==> src/rtl/csr_file.sv <==
// csr_file: machine-mode CSR file with synchronised irqs and vectored mtvec; counters only with CSR_COUNTERS_EN
// latency: reads combinational; writes/trap updates visible after next edge; irq inputs reach mip after SYNC_STAGES edges
// backpressure: none, every CSR write and trap request is taken in the cycle it is presented
module csr_file #(
  parameter int          NUM_LOCAL_IRQ = 4,
  parameter int          SYNC_STAGES   = 2,
  parameter bit          VECTORED_EN   = 1'b1,
  parameter logic [31:0] HART_ID       = 32'd0
) (
  input  logic                                         clk,
  input  logic                                         rst_n,
  input  logic                                         csr_write,
  input  logic [1:0]                                   csr_op,
  input  logic [11:0]                                  csr_addr,
  input  logic [31:0]                                  csr_wr_data,
  output logic [31:0]                                  csr_rd_data,
  input  logic [31:0]                                  pc,
  input  logic [31:0]                                  instruction,
  input  logic [31:0]                                  misaligned_addr,
  input  logic                                         trap_start,
  input  logic                                         trap_finish,
  input  logic [31:0]                                  trap_cause,
  input  logic                                         instr_retire,
  input  logic                                         irq_software,
  input  logic                                         irq_timer,
  input  logic                                         irq_external,
  input  logic [(NUM_LOCAL_IRQ > 0 ? NUM_LOCAL_IRQ : 1)-1:0] irq_local,
  output logic [31:0]                                  trap_vector,
  output logic [31:0]                                  interrupted_pc,
  output logic                                         irq_pending,
  output logic [31:0]                                  irq_cause,
  output logic                                         interrupts_enabled
);
  localparam int LW = (NUM_LOCAL_IRQ > 0) ? NUM_LOCAL_IRQ : 1;
  localparam int IW = 3 + LW;
  localparam logic [31:0] LOCAL_MASK = (NUM_LOCAL_IRQ == 0) ? 32'h0 :
                                       (((32'h1 << NUM_LOCAL_IRQ) - 32'h1) << 16);
  localparam logic [31:0] MIE_MASK = 32'h0000_0888 | LOCAL_MASK;

  // csr_op: 10 = SET, 11 = CLEAR, anything else (01 WRITE, 00) replaces
  localparam logic [1:0] OP_SET   = 2'b10;
  localparam logic [1:0] OP_CLEAR = 2'b11;

  localparam logic [31:0] CAUSE_INST_MISALIGN  = 32'd0;
  localparam logic [31:0] CAUSE_ILLEGAL        = 32'd2;
  localparam logic [31:0] CAUSE_BREAK          = 32'd3;
  localparam logic [31:0] CAUSE_LOAD_MISALIGN  = 32'd4;
  localparam logic [31:0] CAUSE_STORE_MISALIGN = 32'd6;

  localparam logic [11:0] A_MSTATUS = 12'h300, A_MISA = 12'h301, A_MIE = 12'h304;
  localparam logic [11:0] A_MTVEC = 12'h305, A_MSTATUSH = 12'h310, A_MSCRATCH = 12'h340;
  localparam logic [11:0] A_MEPC = 12'h341, A_MCAUSE = 12'h342, A_MTVAL = 12'h343;
  localparam logic [11:0] A_MIP = 12'h344, A_MHARTID = 12'hF14;

  logic        mst_mie_q, mst_mie_d, mst_mpie_q, mst_mpie_d;
  logic [1:0]  mst_mpp_q, mst_mpp_d;
  logic [31:0] misa_q, misa_d, mstatush_q, mstatush_d, mscratch_q, mscratch_d;
  logic [31:0] mepc_q, mepc_d, mcause_q, mcause_d, mtval_q, mtval_d, mie_q, mie_d;
  logic [29:0] mtvec_base_q, mtvec_base_d;
  logic [1:0]  mtvec_mode_q, mtvec_mode_d;
  logic [IW-1:0] sync_q [SYNC_STAGES];
  logic [IW-1:0] sync_d [SYNC_STAGES];
  logic [IW-1:0] irq_raw, irq_sync;
  logic [31:0] mip, irq_act, rd_data, wdata, mtvec_base;
  logic [4:0]  irq_code;

  assign irq_raw = {irq_local, irq_external, irq_timer, irq_software};

`ifdef CSR_COUNTERS_EN
  localparam logic [11:0] A_MCYCLE = 12'hB00, A_MCYCLEH = 12'hB80;
  localparam logic [11:0] A_MINSTRET = 12'hB02, A_MINSTRETH = 12'hB82, A_MCOUNTINHIBIT = 12'h320;
  logic [63:0] mcycle_q, mcycle_d, minstret_q, minstret_d;
  logic        cy_q, cy_d, ir_q, ir_d;

  // counter increment, half-replacement on CSR write, inhibit control
  always_comb begin
    mcycle_d   = mcycle_q;
    minstret_d = minstret_q;
    cy_d       = cy_q;
    ir_d       = ir_q;
    if (csr_write && csr_addr == A_MCYCLE)        mcycle_d[31:0]  = wdata;
    else if (csr_write && csr_addr == A_MCYCLEH)  mcycle_d[63:32] = wdata;
    else if (!cy_q)                               mcycle_d        = mcycle_q + 64'd1;
    if (csr_write && csr_addr == A_MINSTRET)      minstret_d[31:0]  = wdata;
    else if (csr_write && csr_addr == A_MINSTRETH) minstret_d[63:32] = wdata;
    else if (instr_retire && !ir_q)               minstret_d        = minstret_q + 64'd1;
    if (csr_write && csr_addr == A_MCOUNTINHIBIT) begin
      cy_d = wdata[0];
      ir_d = wdata[2];
    end
  end

  // counter state registers
  always_ff @(posedge clk or negedge rst_n) begin
    if (!rst_n) begin
      mcycle_q   <= '0;
      minstret_q <= '0;
      cy_q       <= 1'b0;
      ir_q       <= 1'b0;
    end else begin
      mcycle_q   <= mcycle_d;
      minstret_q <= minstret_d;
      cy_q       <= cy_d;
      ir_q       <= ir_d;
    end
  end
`else
  logic unused_retire;
  assign unused_retire = instr_retire;
`endif

  // mip assembly from the last synchroniser stage
  always_comb begin
    irq_sync = sync_q[SYNC_STAGES-1];
    mip      = '0;
    mip[3]   = irq_sync[0];
    mip[7]   = irq_sync[1];
    mip[11]  = irq_sync[2];
    for (int i = 0; i < NUM_LOCAL_IRQ; i++) mip[16+i] = irq_sync[3+i];
  end

  // combinational read mux and SET/CLEAR operand merge
  always_comb begin
    rd_data = '0;
    case (csr_addr)
      A_MSTATUS:  rd_data = {19'b0, mst_mpp_q, 3'b0, mst_mpie_q, 3'b0, mst_mie_q, 3'b0};
      A_MISA:     rd_data = misa_q;
      A_MIE:      rd_data = mie_q;
      A_MTVEC:    rd_data = {mtvec_base_q, mtvec_mode_q};
      A_MSTATUSH: rd_data = mstatush_q;
      A_MSCRATCH: rd_data = mscratch_q;
      A_MEPC:     rd_data = mepc_q;
      A_MCAUSE:   rd_data = mcause_q;
      A_MTVAL:    rd_data = mtval_q;
      A_MIP:      rd_data = mip;
      A_MHARTID:  rd_data = HART_ID;
`ifdef CSR_COUNTERS_EN
      A_MCYCLE:        rd_data = mcycle_q[31:0];
      A_MCYCLEH:       rd_data = mcycle_q[63:32];
      A_MINSTRET:      rd_data = minstret_q[31:0];
      A_MINSTRETH:     rd_data = minstret_q[63:32];
      A_MCOUNTINHIBIT: rd_data = {29'b0, ir_q, 1'b0, cy_q};
`endif
      default:    rd_data = '0;
    endcase
    case (csr_op)
      OP_SET:   wdata = rd_data | csr_wr_data;
      OP_CLEAR: wdata = rd_data & ~csr_wr_data;
      default:  wdata = csr_wr_data;
    endcase
  end

  // next state: CSR write first, then trap entry/return override it
  always_comb begin
    mst_mie_d    = mst_mie_q;
    mst_mpie_d   = mst_mpie_q;
    mst_mpp_d    = mst_mpp_q;
    misa_d       = misa_q;
    mstatush_d   = mstatush_q;
    mscratch_d   = mscratch_q;
    mepc_d       = mepc_q;
    mcause_d     = mcause_q;
    mtval_d      = mtval_q;
    mie_d        = mie_q;
    mtvec_base_d = mtvec_base_q;
    mtvec_mode_d = mtvec_mode_q;
    if (csr_write) begin
      case (csr_addr)
        A_MSTATUS: begin
          mst_mie_d  = wdata[3];
          mst_mpie_d = wdata[7];
          mst_mpp_d  = wdata[12:11];
        end
        A_MISA:     misa_d     = wdata;
        A_MSTATUSH: mstatush_d = wdata;
        A_MSCRATCH: mscratch_d = wdata;
        A_MEPC:     mepc_d     = {wdata[31:2], 2'b00};
        A_MCAUSE:   mcause_d   = wdata;
        A_MTVAL:    mtval_d    = wdata;
        A_MIE:      mie_d      = wdata & MIE_MASK;
        A_MTVEC: begin
          mtvec_base_d = wdata[31:2];
          // reserved modes 10/11 leave MODE alone
          if (!wdata[1]) mtvec_mode_d = (wdata[0] && VECTORED_EN) ? 2'b01 : 2'b00;
        end
        default: ;
      endcase
    end
    if (trap_start) begin
      mst_mie_d  = 1'b0;
      mst_mpie_d = mst_mie_q;
      mst_mpp_d  = 2'b11;
      mepc_d     = pc;
      mcause_d   = trap_cause;
      if (!trap_cause[31]) begin
        case (trap_cause)
          CAUSE_BREAK:          mtval_d = pc;
          CAUSE_ILLEGAL:        mtval_d = instruction;
          CAUSE_INST_MISALIGN,
          CAUSE_LOAD_MISALIGN,
          CAUSE_STORE_MISALIGN: mtval_d = misaligned_addr;
          default: ;
        endcase
      end
    end else if (trap_finish) begin
      mst_mie_d  = mst_mpie_q;
      mst_mpie_d = 1'b0;
      mst_mpp_d  = 2'b00;
    end
    sync_d[0] = irq_raw;
    for (int k = 1; k < SYNC_STAGES; k++) sync_d[k] = sync_q[k-1];
  end

  // CSR and synchroniser state registers
  always_ff @(posedge clk or negedge rst_n) begin
    if (!rst_n) begin
      mst_mie_q    <= 1'b0;
      mst_mpie_q   <= 1'b0;
      mst_mpp_q    <= 2'b00;
      misa_q       <= 32'h4000_0100;
      mstatush_q   <= '0;
      mscratch_q   <= '0;
      mepc_q       <= '0;
      mcause_q     <= '0;
      mtval_q      <= '0;
      mie_q        <= '0;
      mtvec_base_q <= '0;
      mtvec_mode_q <= 2'b00;
      for (int k = 0; k < SYNC_STAGES; k++) sync_q[k] <= '0;
    end else begin
      mst_mie_q    <= mst_mie_d;
      mst_mpie_q   <= mst_mpie_d;
      mst_mpp_q    <= mst_mpp_d;
      misa_q       <= misa_d;
      mstatush_q   <= mstatush_d;
      mscratch_q   <= mscratch_d;
      mepc_q       <= mepc_d;
      mcause_q     <= mcause_d;
      mtval_q      <= mtval_d;
      mie_q        <= mie_d;
      mtvec_base_q <= mtvec_base_d;
      mtvec_mode_q <= mtvec_mode_d;
      for (int k = 0; k < SYNC_STAGES; k++) sync_q[k] <= sync_d[k];
    end
  end

  // fixed priority MEI > MSI > MTI > local, highest local index wins
  always_comb begin
    irq_act  = mip & mie_q;
    irq_code = 5'd0;
    if (irq_act[11])     irq_code = 5'd11;
    else if (irq_act[3]) irq_code = 5'd3;
    else if (irq_act[7]) irq_code = 5'd7;
    else begin
      for (int i = 0; i < NUM_LOCAL_IRQ; i++)
        if (irq_act[16+i]) irq_code = 5'(16 + i);
    end
    irq_cause   = (|irq_act) ? {1'b1, 26'b0, irq_code} : 32'h0;
    irq_pending = mst_mie_q & (|irq_act);
    mtvec_base  = {mtvec_base_q, 2'b00};
    trap_vector = (mtvec_mode_q == 2'b01 && irq_pending) ?
                  mtvec_base + {25'b0, irq_cause[4:0], 2'b00} : mtvec_base;
  end

  assign csr_rd_data        = rd_data;
  assign interrupted_pc     = mepc_q;
  assign interrupts_enabled = mst_mie_q;
endmodule

==> config.mk <==
export PLATFORM = sky130hd
export DESIGN_NAME = csr_file
export DESIGN_NICKNAME = d
export VERILOG_FILES = /design/src/rtl/csr_file.sv
export SDC_FILE = /design/constraint.sdc
export NUM_CORES = 1
export LEC_CHECK = 0
export CELL_PAD_IN_SITES_DETAIL_PLACEMENT = 1
export CELL_PAD_IN_SITES_GLOBAL_PLACEMENT = 2
export CORE_MARGIN = 4
export CORE_UTILIZATION = 42
export CTS_CLUSTER_DIAMETER = 60
export DETAILED_ROUTE_END_ITERATION = 16
export DONT_BUFFER_PORTS = 1
export PLACE_DENSITY = 0.88
export SYNTH_ARGS = -nofsm -noshare
export SYNTH_HDL_FRONTEND = slang
export SYNTH_SLANG_ARGS = --single-unit
==> constraint.sdc <==
create_clock -name clk -period 6.5 [get_ports clk]
set_input_delay 0.65 -clock clk [delete_from_list [all_inputs] [get_ports clk]]
set_output_delay 0.65 -clock clk [all_outputs]
set_load 0.03 [all_outputs]
# [Word-level counts from Yosys, hierarchy flattened]
# Cells that the tools add are included.
[classes] mux=35 n_bitwise=6 eq_ne=17 reduce_logical=18 addsub=1
[op_table] operator="$mux 32" count=12
[op_table] operator="$pmux 32 s10" count=1
[op_table] operator="$eq 12x10->1 const B" count=10
[op_table] operator="$pmux 32 s3" count=1
[op_table] operator="$eq 32x2->1 const B" count=2
[op_table] operator="$eq 32x3->1 const B" count=2
[op_table] operator="$pmux 32 s2" count=1
[op_table] operator="$mux 5" count=7
[op_table] operator="$add 32x7->32" count=1
[op_table] operator="$and 32x32->32" count=1
[op_table] operator="$logic_not 32->1" count=1
[op_table] operator="$not 32->32" count=1
[op_table] operator="$or 32x32->32" count=1
[op_table] operator="$reduce_or 32->1" count=1
[op_table] operator="$and 20x20->20" count=1
[op_table] operator="$reduce_and 2->1" count=8
[op_table] operator="$mux 1" count=9
[op_table] operator="$mux 2" count=4
[op_table] operator="$reduce_bool 2->1" count=3
[op_table] operator="$reduce_bool 3->1" count=2
[op_table] operator="$eq 2x2->1 const B" count=2
[op_table] operator="$reduce_and 3->1" count=1
[op_table] operator="$reduce_or 3->1" count=1
[op_table] operator="$eq 2x1->1 const B" count=1
[op_table] operator="other kinds (3)" count=3
[word_totals] elab_cells=91 out_inout_bits=130 inputBits=187 regBits=249

# [Longest topological paths before layout]
[depth] ltp_word=11 ltp_mapped=12 ltp_nobuf=11

# [Worst setup path after synthesis]
# Ideal clock, no wire load.
[synth_path] kind="flip-flop to output port" startpoint="reg mie_q[7]" endpoint="out trap_vector[30]" required_ns=5.850 path_stages_with_launch=13 arrival_ns=3.444 slack_ns=2.406 cell_sequence="dfrtp_1 a222oi_1 a21boi_0 nand2_1 ha_1 fa_1 a21o_1 a21o_1 a21oi_1 or4_1 clkbuf_1 nor2_1 xnor2_1"
[synth_via] elab_chain_len=7 word_cells_on_any_way=10 cone_classes="add/sub: 1; mux: 5; bitwise: 2; reduce/logical: 2"
[synth_lines] element="start, declared" line="58" rtl="logic [31:0] mepc_q, mepc_d, mcause_q, mcause_d, mtval_q, mtval_d, mie_q, mie_d;"
[synth_lines] element="start signal, assigned" line="240" rtl="mie_q <= mie_d;"
[synth_lines] element="$and 20x20->20 (*)" line="249" rtl="irq_act = mip & mie_q;"
[synth_lines] element="$mux 5" line="253" rtl="else if (irq_act[7]) irq_code = 5'd7;"
[synth_lines] element="$mux 5" line="252" rtl="else if (irq_act[3]) irq_code = 5'd3;"
[synth_lines] element="$mux 5" line="251" rtl="if (irq_act[11]) irq_code = 5'd11;"
[synth_lines] element="$mux 32 (*)" line="258" rtl="irq_cause = (|irq_act) ? {1'b1, 26'b0, irq_code} : 32'h0;"
[synth_lines] element="via irq_cause[0]" line="31" rtl="output logic [31:0] irq_cause,"
[synth_lines] element="$add 32x7->32 (*)" line="262" rtl="mtvec_base + {25'b0, irq_cause[4:0], 2'b00} : mtvec_base;"
[synth_lines] element="$mux 32 (*)" line="261" rtl="trap_vector = (mtvec_mode_q == 2'b01 && irq_pending) ?"
[synth_lines] element="end, declared" line="28" rtl="output logic [31:0] trap_vector,"
# Mark *: on every way through the listed nets, which the timed path passes. The rest lies on a longest branch.

# [Worst setup path in the final report]
# Same ends and word-level chain as after synthesis.

==> flow_summary.yaml <==
status:
  status: "complete, but fails checks"
  violations: "hold timing"
logic_synthesis:
  synth_cells: 1658
  ys.flop_type: "dfrtp_1"
  ys_types: 94
  yosysMostFrequentCell: "dfrtp_1"
  async_reset_ff_share_pct: 100
  ys_ff_latch: 248
  ys_seq_area_share_pct: 41.9
  yosys_warnings: 0
  synth-edff-count: 0
  yosys-top-cells-area: "dfrtp_1, o21ai_0, nand2_1"
  synth_top_cell_by_area: "dfrtp_1"
  synth_top_area_share_pct: 41.5
  syn_area_per_cell_um2: 8.94
  synthTopCellsByCount: "dfrtp_1, nand2_1, o21ai_0"
  syn_area_um2: 14800
cts:
  numCtsBuffers: 30
  clock_latency_ns: 0.57
  cts_root_buf: "clkbuf_16"
  cts.sinks: 248
  hold_buffers: 1
  cts_buffer_depth: 3
  post-cts-setup-buffer-count: 0
  htree_num_levels: 1
  cts_resized: 0
  cts_tree: "built"
  clkTransAtPathRegs_ns: 0.06
global_routing:
  antenna_found_initial: 2
  grt_use_met3_pct: 6.92
  use_met1_pct: 36.8
  grt_pass1_vias: 14000
  busiest_layer: "met2"
  gr-total-overflow: 0
  grt_max_degree: 249
  track_usage_pct: 29.9
  grt_pass1_wl_mm: 89.0
  grt_use_met2_pct: 51.5
sta:
  fmax_ghz: 0.188
  hold_viol: 2
  fin_ws_ns: 1.18
  fin_crit_sh_pct: 81.9
  tightest_slew_ns: 1.21
  rsz0062_at_grt: "no"
  period_needed_ns: 5.32
  fin_skew_ns: 0.00862
  setup_viol: 0
  hold_ws_ns: -0.00344
  fin_setup_tns_ns: 0
  finalMaxSlewViolations: 0
  maxSlewHeadroom_pct: 19.3
worst_hold_path:
  hold_path_class: "in -> async"
setup_path:
  worstPathRequired_ns: 5.85
  cp_max_fo: 6
  cp-start-kind: "flip-flop"
  path_class: "reg -> out"
  r2r_cells: 6
  cp_data_arrival_time_ns: 4.67
  cp-end-kind: "output pin"
placed_design:
  dpl_worst_slack_ns: 1.83
  place_congestion: 0.882
  dp_hpwl_mm: 42.2
  io_buffers: 0
floorplan:
  die-width_um: 196
  dieArea_um2: 38400
  initial_core_util_pct: 42.7
  pin_count: 317
  coreArea_um2: 34700
  die_h_um: 196
  rows: 68
finish:
  final_nets: 1777
  multi_input_area_um2: 7890
  antenna_cells: 0
  ff_latch_area_um2: 6210
  fillCellCount: 4011
  syn2layout_area_growth_pct: 8.08
  drive_above_1_share_pct: 11.1
drt:
  drtIter0Drc: 989
  vias_per_cell: 6.45
  route.detailed.drc: 0
  drt_pass1_iterations: 7
  ant_nets: 0
  vias: 13300
  wl_per_cell_um: 28.8
  finalWirelength_mm: 59.3
power_and_ir_drop:
  cellPowerDensity_nw_per_um2: 234
  vdd_ir_drop_max_mv: 0.196
  power.leakage_nw: 6.87
job:
  maxCapViolations: 0
[worst max-delay path, stage by stage, from the launching register on]
cell	delay, ns
dfrtp_1	0.41
a222oi_1	0.57
a21boi_0	0.33
nand2_1	0.30
ha_1	0.32
fa_1	0.41
a21o_1	0.21
a21o_1	0.20
a21oi_1	0.25
or4_1	0.40
nor2_1	0.11
xnor2_1	0.57
[cell type report]
type                    instances  area share [%]
clock buffers                  48            5.74
clock inverters                 8           0.742
inverters                      13           0.304
multi-input cells            1260            49.2
flip-flops and latches        248            38.7
well taps                     455            3.55
repair buffers                 31            1.70
[cells in the final DEF (no fill, tap or decap), types with 24 or more instances in the layout]
cell       count
buf_4         29
dfrtp_1      246
nor2_1        81
and3_1        86
mux2i_1       71
conb_1        28
nand3_1       58
nand2_1      218
nand4_1       25
a22oi_1       26
o21ai_1       31
o21ai_0      167
clkbuf_16     31
mux2_2        36
o22ai_1       24
a21oi_1      109
[stage by stage]
| stage | util (%) | total power, W | instances | cell area [um^2] |
|---|---|---|---|---|
| 6_report | 46.2 | 0.00375 | 2063 | 16000 |
| 2_1_floorplan | - | 0.00192 | 1685 | 14900 |
| 3_5_place_dp | 43.0 | 0.00197 | 2005 | 14900 |
| 5_1_grt | 46.2 | 0.00386 | 2063 | 16000 |
| 4_1_cts | 46.1 | 0.00376 | 2062 | 16000 |
| 3_3_place_gp | 43.0 | 0.00196 | 2005 | 14900 |
[per-layer routing]
layer,wire (um),vias to the layer above
met3,4630,130
met1,22800,6794
met2,29300,511
li1,-,5875
met5,26,-
met4,2560,6
[path summary, 6_finish.rpt]
| kind | start | endpoint | slack, ns |
|---|---|---|---|
| max in group asynchronous | rst_n | mtvec_base_q[12]$_DFFE_PN0P_ | 5.34 |
| worst max register to register | interrupted_pc[15]$_DFFE_PN0P_ | interrupted_pc[15]$_DFFE_PN0P_ | 3.77 |
| worst max-delay path | mie_q[7]$_DFFE_PN0P_ | trap_vector[30] | 1.18 |
| min in group clk | irq_software | sync_d[0]$_DFF_PN0_ | 0.11 |
| worst min register to register | sync_d[4]$_DFF_PN0_ | irq_sync[4]$_DFF_PN0_ | 0.35 |
| worst min-delay path | rst_n | mtval_q[21]$_DFF_PN0_ | -0.003 |
[registers in the layout (all words and copies together), names as in the netlist]
register and flops:
interrupted_pc 32, mcause_q 32, misa_q 32, mscratch_q 32
mstatush_q 32, mtval_q 32, mtvec_base_q 30, irq_sync 7
mie_q 7, sync_d 7, mst_mpp_q 2, interrupts_enabled 1
mst_mpie_q 1, mtvec_mode_q 1
[report_power, final]
part	switching, W	total, W	internal [W]
clock network	0.000690	0.00177	0.00108
logic	0.000212	0.000311	0.0000991
registers	0.0000767	0.00166	0.00159
total	0.000979	0.00375	0.00277
[cell families after synthesis]
kind of cell	count (synthesis)	share of synthesized area, %
simple gates	590	20.5
flops	248	41.9
xor+xnor	28	1.65
mux	108	7.60
fa+ha+maj	6	0.557
compound gates	500	21.9
buf+inv	177	5.83
other cells	1	0.0253
Power figures use the tool's default switching activity.
